===== src/rtl/cpu_fetch_seq_if.sv =====
// Instruction-memory read channel and decode-side FIFO head, grouped for the fetch sequencer.
// The fetch sequencer is the master side; memory/decode models attach as slave.
interface cpu_fetch_seq_if #(
    parameter int ADDR_W  = 16,
    parameter int INSTR_W = 32
);
    logic               imem_req;
    logic [ADDR_W-1:0]  imem_addr;
    logic               imem_ack;
    logic [INSTR_W-1:0] imem_rdata;
    logic               dec_valid;
    logic [INSTR_W-1:0] dec_instr;
    logic [ADDR_W-1:0]  dec_pc;
    logic               dec_ready;

    modport master (
        output imem_req, imem_addr, dec_valid, dec_instr, dec_pc,
        input  imem_ack, imem_rdata, dec_ready
    );

    modport slave (
        input  imem_req, imem_addr, dec_valid, dec_instr, dec_pc,
        output imem_ack, imem_rdata, dec_ready
    );
endinterface


===== src/rtl/cpu_fetch_seq.sv =====
// Fetch sequencer: one-outstanding imem reads, small instruction FIFO to decode,
// and pc_next generation (advance on fetch, hold, or branch redirect).
module cpu_fetch_seq #(
    parameter int ADDR_W  = 16,
    parameter int INSTR_W = 32,
    parameter int DEPTH   = 2,
    parameter int PC_STEP = 4
) (
    input  logic              clk,
    input  logic              rst,
    input  logic [ADDR_W-1:0] pc_cur,
    output logic [ADDR_W-1:0] pc_next,
    input  logic              branch_taken,
    input  logic [ADDR_W-1:0] branch_target,
    input  logic              halt,
    cpu_fetch_seq_if.master   bus
);
    localparam int PTR_W = (DEPTH > 1) ? $clog2(DEPTH) : 1;
    localparam int CNT_W = $clog2(DEPTH + 1);
    localparam logic [ADDR_W-1:0] STEP    = ADDR_W'(PC_STEP);
    localparam logic [CNT_W-1:0]  DEPTH_C = CNT_W'(DEPTH);

    typedef enum logic {IDLE, BUSY} state_t;

    typedef struct packed {
        logic [ADDR_W-1:0]  pc;
        logic [INSTR_W-1:0] instr;
    } entry_t;

    entry_t             fifo_mem [DEPTH];
    logic [PTR_W-1:0]   rd_ptr, wr_ptr;
    logic [CNT_W-1:0]   count, count_nxt;
    state_t             state, state_nxt;
    logic               discard, discard_nxt;
    logic [ADDR_W-1:0]  addr_q, addr_nxt;
    logic               fire, push, pop;

    assign fire = (state == BUSY) & bus.imem_ack;
    assign push = fire & ~discard & ~branch_taken;
    assign pop  = bus.dec_valid & bus.dec_ready;

    // A branch flushes the FIFO outright; a same-cycle pop is irrelevant.
    always_comb begin
        count_nxt = count;
        if (branch_taken) count_nxt = '0;
        else              count_nxt = count + CNT_W'(push) - CNT_W'(pop);
    end

    always_comb begin
        state_nxt   = state;
        discard_nxt = discard;
        addr_nxt    = addr_q;
        pc_next     = pc_cur;
        if (rst) begin
            pc_next = '0;
        end else if (branch_taken) begin
            pc_next = branch_target;
            if (state == BUSY) begin
                // An unacked read still owes us a response; mark it to be dropped.
                if (bus.imem_ack) begin
                    state_nxt   = IDLE;
                    discard_nxt = 1'b0;
                end else begin
                    discard_nxt = 1'b1;
                end
            end
        end else begin
            case (state)
                IDLE: begin
                    if (!halt && count < DEPTH_C) begin
                        state_nxt = BUSY;
                        addr_nxt  = pc_cur;
                    end
                end
                BUSY: begin
                    if (bus.imem_ack) begin
                        if (discard) begin
                            discard_nxt = 1'b0;
                            state_nxt   = IDLE;
                        end else begin
                            pc_next = addr_q + STEP;
                            if (!halt && count_nxt < DEPTH_C) addr_nxt  = addr_q + STEP;
                            else                              state_nxt = IDLE;
                        end
                    end
                end
                default: state_nxt = IDLE;
            endcase
        end
    end

    always_ff @(posedge clk) begin
        if (rst) begin
            state   <= IDLE;
            discard <= 1'b0;
            addr_q  <= '0;
            count   <= '0;
            rd_ptr  <= '0;
            wr_ptr  <= '0;
        end else begin
            state   <= state_nxt;
            discard <= discard_nxt;
            addr_q  <= addr_nxt;
            count   <= count_nxt;
            if (branch_taken) begin
                rd_ptr <= '0;
                wr_ptr <= '0;
            end else begin
                if (push) wr_ptr <= wr_ptr + PTR_W'(1);
                if (pop)  rd_ptr <= rd_ptr + PTR_W'(1);
            end
        end
    end

    always_ff @(posedge clk) begin
        if (push) fifo_mem[wr_ptr] <= {addr_q, bus.imem_rdata};
    end

    assign bus.imem_req  = (state == BUSY);
    assign bus.imem_addr = addr_q;
    assign bus.dec_valid = (count != '0);
    assign bus.dec_instr = fifo_mem[rd_ptr].instr;
    assign bus.dec_pc    = fifo_mem[rd_ptr].pc;
endmodule


===== src/flat_wrapper.sv =====
// flat-port wrapper written by rule: the top's interface ports become plain ports
module cpu_fetch_seq_flat 
#(
    parameter int ADDR_W  = 16,
    parameter int INSTR_W = 32,
    parameter int DEPTH   = 2,
    parameter int PC_STEP = 4
)
  (clk, rst, pc_cur, pc_next, branch_taken, branch_target, halt, bus_imem_req, bus_imem_addr, bus_dec_valid, bus_dec_instr, bus_dec_pc, bus_imem_ack, bus_imem_rdata, bus_dec_ready);
  cpu_fetch_seq_if #(.ADDR_W(ADDR_W), .INSTR_W(INSTR_W)) bus_i ();
  input  logic clk;
  input  logic rst;
  input  logic [ADDR_W-1:0] pc_cur;
  output logic [ADDR_W-1:0] pc_next;
  input  logic branch_taken;
  input  logic [ADDR_W-1:0] branch_target;
  input  logic halt;
  output wire logic [$bits(bus_i.imem_req)-1:0] bus_imem_req;
  output wire logic [$bits(bus_i.imem_addr)-1:0] bus_imem_addr;
  output wire logic [$bits(bus_i.dec_valid)-1:0] bus_dec_valid;
  output wire logic [$bits(bus_i.dec_instr)-1:0] bus_dec_instr;
  output wire logic [$bits(bus_i.dec_pc)-1:0] bus_dec_pc;
  input wire logic [$bits(bus_i.imem_ack)-1:0] bus_imem_ack;
  input wire logic [$bits(bus_i.imem_rdata)-1:0] bus_imem_rdata;
  input wire logic [$bits(bus_i.dec_ready)-1:0] bus_dec_ready;
  assign bus_imem_req = bus_i.imem_req;
  assign bus_imem_addr = bus_i.imem_addr;
  assign bus_dec_valid = bus_i.dec_valid;
  assign bus_dec_instr = bus_i.dec_instr;
  assign bus_dec_pc = bus_i.dec_pc;
  assign bus_i.imem_ack = bus_imem_ack;
  assign bus_i.imem_rdata = bus_imem_rdata;
  assign bus_i.dec_ready = bus_dec_ready;
  cpu_fetch_seq #(.ADDR_W(ADDR_W), .INSTR_W(INSTR_W), .DEPTH(DEPTH), .PC_STEP(PC_STEP)) u_core (.clk(clk), .rst(rst), .pc_cur(pc_cur), .pc_next(pc_next), .branch_taken(branch_taken), .branch_target(branch_target), .halt(halt), .bus(bus_i));
endmodule

===== config.mk =====
export PLATFORM = sky130hd
export DESIGN_NAME = cpu_fetch_seq_flat
export DESIGN_NICKNAME = d
export VERILOG_FILES = /design/src/rtl/cpu_fetch_seq_if.sv /design/src/rtl/cpu_fetch_seq.sv /design/src/flat_wrapper.sv
export SDC_FILE = /design/constraint.sdc
export NUM_CORES = 1
export LEC_CHECK = 0
export ABC_AREA = 1
export ABC_CLOCK_PERIOD_IN_PS = 5050
export CORE_ASPECT_RATIO = 1.75
export CORE_MARGIN = 10
export CORE_UTILIZATION = 28
export CTS_CLUSTER_DIAMETER = 60
export DETAILED_ROUTE_END_ITERATION = 6
export SLEW_MARGIN = 20
export SYNTH_ARGS = -nofsm -noshare
export SYNTH_HDL_FRONTEND = slang
export SYNTH_SLANG_ARGS = --single-unit

===== constraint.sdc =====
create_clock -name clk -period 5.05 [get_ports clk]
set_input_delay 1.01 -clock clk [delete_from_list [all_inputs] [get_ports clk]]
set_output_delay 1.01 -clock clk [all_outputs]
set_load 0.01 [all_outputs]

# Word-level counts from Yosys, hierarchy flattened
# Memories as Yosys holds them, arrays and structs flattened. A register that Yosys moved wholly into a read port is not among the register bits.
# Index checks and enable logic that the tools add are counted.
dict set report word_totals {
  word_cells 60
  memories 1
  input_bits 70
  out_inout_bits 82
  reg_bits 22
  mem_bits_rw 96
}
# memory depth word_bits read_ports rd_clocked_by_memory_dff write_ports line_no
set mem_list {}
lappend mem_list {u_core.fifo_mem 2 48 1 1 1 cpu_fetch_seq.sv:30} ;# entry_t fifo_mem [DEPTH];
dict set report op_classes {
  magnitude_cmp 2
  mux 27
  n_addsub 5
  reduce_logical 8
  bitwise_logic 7
  n_eq_ne 4
}
# cell count
set op_table {}
lappend op_table {{$mux 16} 9}
lappend op_table {{$pmux 16 s2} 1}
lappend op_table {{$add 16x3->16 const B} 1}
lappend op_table {{$mux 1} 15}
lappend op_table {{$ne 2x2->1 const B} 3}
lappend op_table {{$reduce_and 5->1} 1}
lappend op_table {{$and 1x1->1} 4}
lappend op_table {{$lt 2x2->1 const B} 2}
lappend op_table {{$reduce_bool 2->1} 2}
lappend op_table {{$not 1->1} 3}
lappend op_table {{$add 1x1->1 const B} 2}
lappend op_table {{$add 2x1->2} 1}
lappend op_table {{$logic_and 1x1->1} 2}
lappend op_table {{$mux 2} 1}
lappend op_table {{$ne 2x1->1 const B} 1}
lappend op_table {{$pmux 1 s2} 1}
lappend op_table {{$reduce_and 2->1} 1}
lappend op_table {{$reduce_or 2->1} 1}
lappend op_table {{$sub 2x1->2} 1}
lappend op_table {{$logic_not 1->1} 1}

# Longest topological paths before layout
dict set report logic_depth {
  depth_word 13
  depth_mapped 16
  depth_no_buf 15
}

# Least setup slack after synthesis
# OpenSTA, ideal clock, no wires.
dict set report synth_path {
  kind {input-to-reg}
  startpoint {input bus_imem_ack}
  endpoint {memory u_core.fifo_mem[0][0] (netlist bit) (enable)}
  required_time_ns 4.594
  path_buffers 0
  arrival_ns 3.507
  path_slack_ns 1.088
  path_stages 6
  path_cell_list {nand2_1 > nor2_2 > inv_2 > nor2_2 > inv_1 > nor2_1}
}
dict set report synth_between {
  elab_chain_len 5
}
# element line_no
set synth_rtl {}
lappend synth_rtl {{start: declaration} flat_wrapper.sv:23} ;# input wire logic [$bits(bus_i.imem_ack)-1:0] bus_imem_ack;
lappend synth_rtl {{$and 1x1->1} cpu_fetch_seq.sv:38} ;# assign fire = (state == BUSY) & bus.imem_ack;
lappend synth_rtl {{$and 1x1->1 (2 in a row)} cpu_fetch_seq.sv:39} ;# assign push = fire & ~discard & ~branch_taken;
lappend synth_rtl {{named net u_core.push} cpu_fetch_seq.sv:36} ;# logic fire, push, pop;
lappend synth_rtl {{$mux 1} cpu_fetch_seq.sv:116} ;# if (push) fifo_mem[wr_ptr] <= {addr_q, bus.imem_rdata};
lappend synth_rtl {{$mux 1 (implied by the code)} cpu_fetch_seq.sv:116}
lappend synth_rtl {{end: declaration} cpu_fetch_seq.sv:30}
# The timed path passes the listed nets, and every way through them passes these cells.

# Worst setup path in the final report
dict set report layout_path {
  startpoint {input branch_taken}
  endpoint {output pc_next[6]}
}
dict set report layout_between {
  elab_chain_len 2
}
# element line_no
set layout_rtl {}
lappend layout_rtl {{start: declaration} flat_wrapper.sv:15} ;# input logic branch_taken;
lappend layout_rtl {{$mux 16} cpu_fetch_seq.sv:56} ;# end else if (branch_taken) begin
lappend layout_rtl {{$mux 16} cpu_fetch_seq.sv:54} ;# if (rst) begin
lappend layout_rtl {{end: declaration} flat_wrapper.sv:14} ;# output logic [ADDR_W-1:0] pc_next;
# Every way passes these cells.

==> flow_metrics.py <==
metrics = {
    "floorplanning": {
        "fp.dieH_um": 203,
        "core_area_mm2": 0.0187,
        "placement_rows": 66,
        "die_width_um": 124,
        "design.die.area_mm2": 0.0252,
        "design.portCount": 152,
        "floorplan.initialDensity_pct": 28.7,
    },
    "clock_network": {
        "cts.hold.buffers_added": 0,
        "clk_sink_count": 119,
        "clk_pin_slew_worst_paths_ns": 0.05,
        "cts-buffers-inserted": 17,
        "clock_insertion_delay_worst_skew_ns": 0.41,
        "postCtsSetupRepairBufs": 0,
        "cts_tree": "done",
        "ctsHtreeMaxLevel": 4,
        "ctsRootBufferMaster": "sky130_fd_sc_hd__clkbuf_16",
        "cts_resized": 0,
        "clock_tree.buffer_depth": 2,
    },
    "yosys": {
        "async_flop_share_pct": 0,
        "postSynth.topFlopCell": "sky130_fd_sc_hd__edfxtp_1",
        "synth-seq-area-share_pct": 62.5,
        "synth_commonest_cells": "sky130_fd_sc_hd__edfxtp_1, sky130_fd_sc_hd__nand2_1, sky130_fd_sc_hd__nor2_1",
        "synth_top_area_share_pct": 53.9,
        "yosysUniqueCellTypes": 30,
        "synth_top_cell_by_area": "sky130_fd_sc_hd__edfxtp_1",
        "synthTopCellsByArea": "sky130_fd_sc_hd__edfxtp_1, sky130_fd_sc_hd__mux2_2, sky130_fd_sc_hd__dfxtp_1",
        "ys_ff_latch": 119,
        "post_synth_instance_area_mm2": 0.00535,
        "mappedNetlistNets": 556,
        "yosysWarningCount": 0,
        "avgSynthCellArea_um2": 11.1,
        "synthesis.instances": 483,
        "post-synth-top-count-cell": "sky130_fd_sc_hd__edfxtp_1",
        "edff_count_synth": 96,
    },
    "route": {
        "drt_wl_total_um": 14900,
        "num_vias": 4088,
        "number_of_iterations_in_the_first_detailed_routing_pass": 5,
        "route.detailed.vias_per_inst": 4.59,
        "antenna_violating_nets_post_route": 0,
        "routedWlPerCell_um": 16.8,
        "detail_route.drc_violations": 0,
        "detailedRoute.firstIterationViolations": 229,
    },
    "worst_setup_path": {
        "critical_path.endpoint_type": "output pin",
        "cp_data_arrival_time_ns": 3.08,
        "ff2ff_path_depth": 8,
        "ff2ff_setup_slack_ns": 2.42,
        "critical_path.slowest_cell": "sky130_fd_sc_hd__clkdlybuf4s50_1",
        "worstSetupStartpointType": "input pin",
        "critPathMaxFanout": 12,
        "critical_path.reg2reg.startpoint": "u_core.bus.imem_req",
        "required_ns": 4.04,
        "critical_path.startpoint": "branch_taken",
        "critical_path.cell_chain": "clkdlybuf4s50_1 > nor2_1 > o21ai_0 > o21ai_0 > clkdlybuf4s50_1",
        "slowest_delay_ns": 0.59,
        "worstSetupEndpoint": "pc_next[6]",
        "r2r_end": "u_core.fifo_mem[0][4]",
        "ws_path_type": "in -> out",
    },
    "min_path": {
        "hold_path.class": "reg -> reg",
    },
    "global_routing": {
        "gr-total-overflow": 0,
        "number_of_global_route_vias_before_repair": 4308,
        "grt_start_max_net_pins": 49,
        "grt_pass1_wl_um": 23800,
        "globalRouteTotalUtil_pct": 11.8,
        "antenna_found_initial": 0,
    },
    "sta": {
        "setup_viol": 0,
        "timing.max_slew.rel_slack_pct": 54.6,
        "clock_tree_skew_after_final_layout_ns": 0.00920,
        "max_freq_ghz": 0.245,
        "finalWorstSetupSlack_ns": 0.962,
        "worst_slew_pin_slew_ns": 0.681,
        "finalCriticalPeriod_ns": 4.09,
        "setup_total_negative_slack_ns": 0,
        "grt_setup_unrepaired": "no",
        "finalHoldViolations": 0,
        "final_min_period_over_clock_period_pct": 81.0,
        "timing_max_transition_violations_final": 0,
    },
    "placed_design": {
        "finalWeightedCongestion": 0.855,
        "place.port_buffers": 151,
        "hpwl_um": 11200,
        "pre_cts_ws_ns": 0.915,
    },
    "cells_and_area": {
        "num_antenna_cells": 0,
        "flow.area_growth_from_synthesis_pct": 43.8,
        "final_layout_size_suffix_gt1_share_pct": 15.2,
        "final_net_count": 712,
    },
    "status": {
        "outcome": "finished clean",
    },
    "power": {
        "leakage_nw": 2.80,
        "powerDensity_mw_per_mm2": 325,
        "ir_drop_mv": 0.165,
    },
    "flow_run": {
        "max_cap_violations": 0,
    },
}
[area by class of cell]
type | count | area (um^2)
fillers | 1883 | 11000
flip-flops and latches | 119 | 3350
multi-input cells | 305 | 1770
repair buffers | 156 | 1550
clock buffers | 26 | 542
well taps | 238 | 298
inverters | 40 | 150
clock inverters | 6 | 37.5
[per-layer routing]
metal / track usage, % / share of wire [%] / vias up
met1: 11.7 / 38 / 1941
met3: 3.63 / 5.0 / 21
met5: 0 / 0 / -
met2: 21.8 / 54 / 133
li1: - / - / 1993
met4: 5.47 / 2.3 / 0
[worst max-delay path: cells and delay by family]
| family | cells | cell delay [ns] |
|---|---|---|
| AND/OR/NAND/NOR | 1 | 0.51 |
| buffers and inverters | 2 | 1.17 |
| AO/OA/AOI/OAI | 2 | 0.38 |
[metrics by stage]
stage	hold slack, ns	total power (W)	instance area, um^2	instances	util [%]
finish	0.446	0.00250	7690	890	41.2
global route	0.482	0.00260	7690	890	41.2
floorplan	0.425	0.00123	5350	483	-
CTS	0.446	0.00254	7690	890	41.2
detailed placement	0.438	0.00138	7110	858	38.1
global placement	0.440	0.00137	7110	858	38.1
[cell families (layout without fill, tap and decap cells)]
group           count (synthesis)  count (layout)  synth area share [%]
mux                            50              50                  10.5
flops                         119             119                  62.5
buf+inv                        59             228                  4.68
compound gates                 60              60                  5.99
simple gates                  192             192                  15.6
fa+ha+maj                       3               3                 0.702
[cells in the final DEF, fill, tap and decap left out, types with 2 or more instances in the layout]
master                            synthesis  routed
sky130_fd_sc_hd__a21oi_1                 23      23
sky130_fd_sc_hd__buf_4                    1       5
sky130_fd_sc_hd__clkbuf_1                 3       3
sky130_fd_sc_hd__clkbuf_16                0      19
sky130_fd_sc_hd__clkbuf_8                 0       4
sky130_fd_sc_hd__clkdlybuf4s50_1          0     151
sky130_fd_sc_hd__clkinv_2                 0       3
sky130_fd_sc_hd__clkinvlp_4               0       3
sky130_fd_sc_hd__dfxtp_1                 23      22
sky130_fd_sc_hd__edfxtp_1                96      96
sky130_fd_sc_hd__ha_1                     3       3
sky130_fd_sc_hd__inv_1                   37      37
sky130_fd_sc_hd__inv_2                    3       3
sky130_fd_sc_hd__mux2_2                  48      48
sky130_fd_sc_hd__mux2i_1                  2       2
sky130_fd_sc_hd__nand2_1                 87      87
sky130_fd_sc_hd__nand3_1                 25      25
sky130_fd_sc_hd__nand4_1                 12      12
sky130_fd_sc_hd__nor2_1                  55      53
sky130_fd_sc_hd__nor2_2                   6       6
sky130_fd_sc_hd__nor2_4                   0       2
sky130_fd_sc_hd__o21ai_0                 30      30
sky130_fd_sc_hd__o21ai_1                  3       3
[worst min path at each step]
stage	start	end	slack, ns	cells after the start
floorplan	u_core.rd_ptr	flop	0.43	1
global placement	u_core.rd_ptr	flop	0.44	1
detailed placement	u_core.rd_ptr	flop	0.44	1
CTS	u_core.rd_ptr	flop	0.45	1
global route	u_core.rd_ptr	u_core.rd_ptr	0.48	1
finish	u_core.rd_ptr	flop	0.45	1
[sequential cells by signal, summed over array words and instances, names as in the netlist, named ones only]
signal                count
u_core.count              2
u_core.bus.imem_req       1
u_core.fifo_mem          96
u_core.bus.imem_addr     16
u_core.discard            1
u_core.wr_ptr             1
u_core.rd_ptr             1
[power by group]
group	switching, W	total, W	internal (W)
clock network	0.000405	0.00114	0.000735
registers	0.0000224	0.00110	0.00108
logic	0.000122	0.000253	0.000131
(Power assumes the default switching activity.)
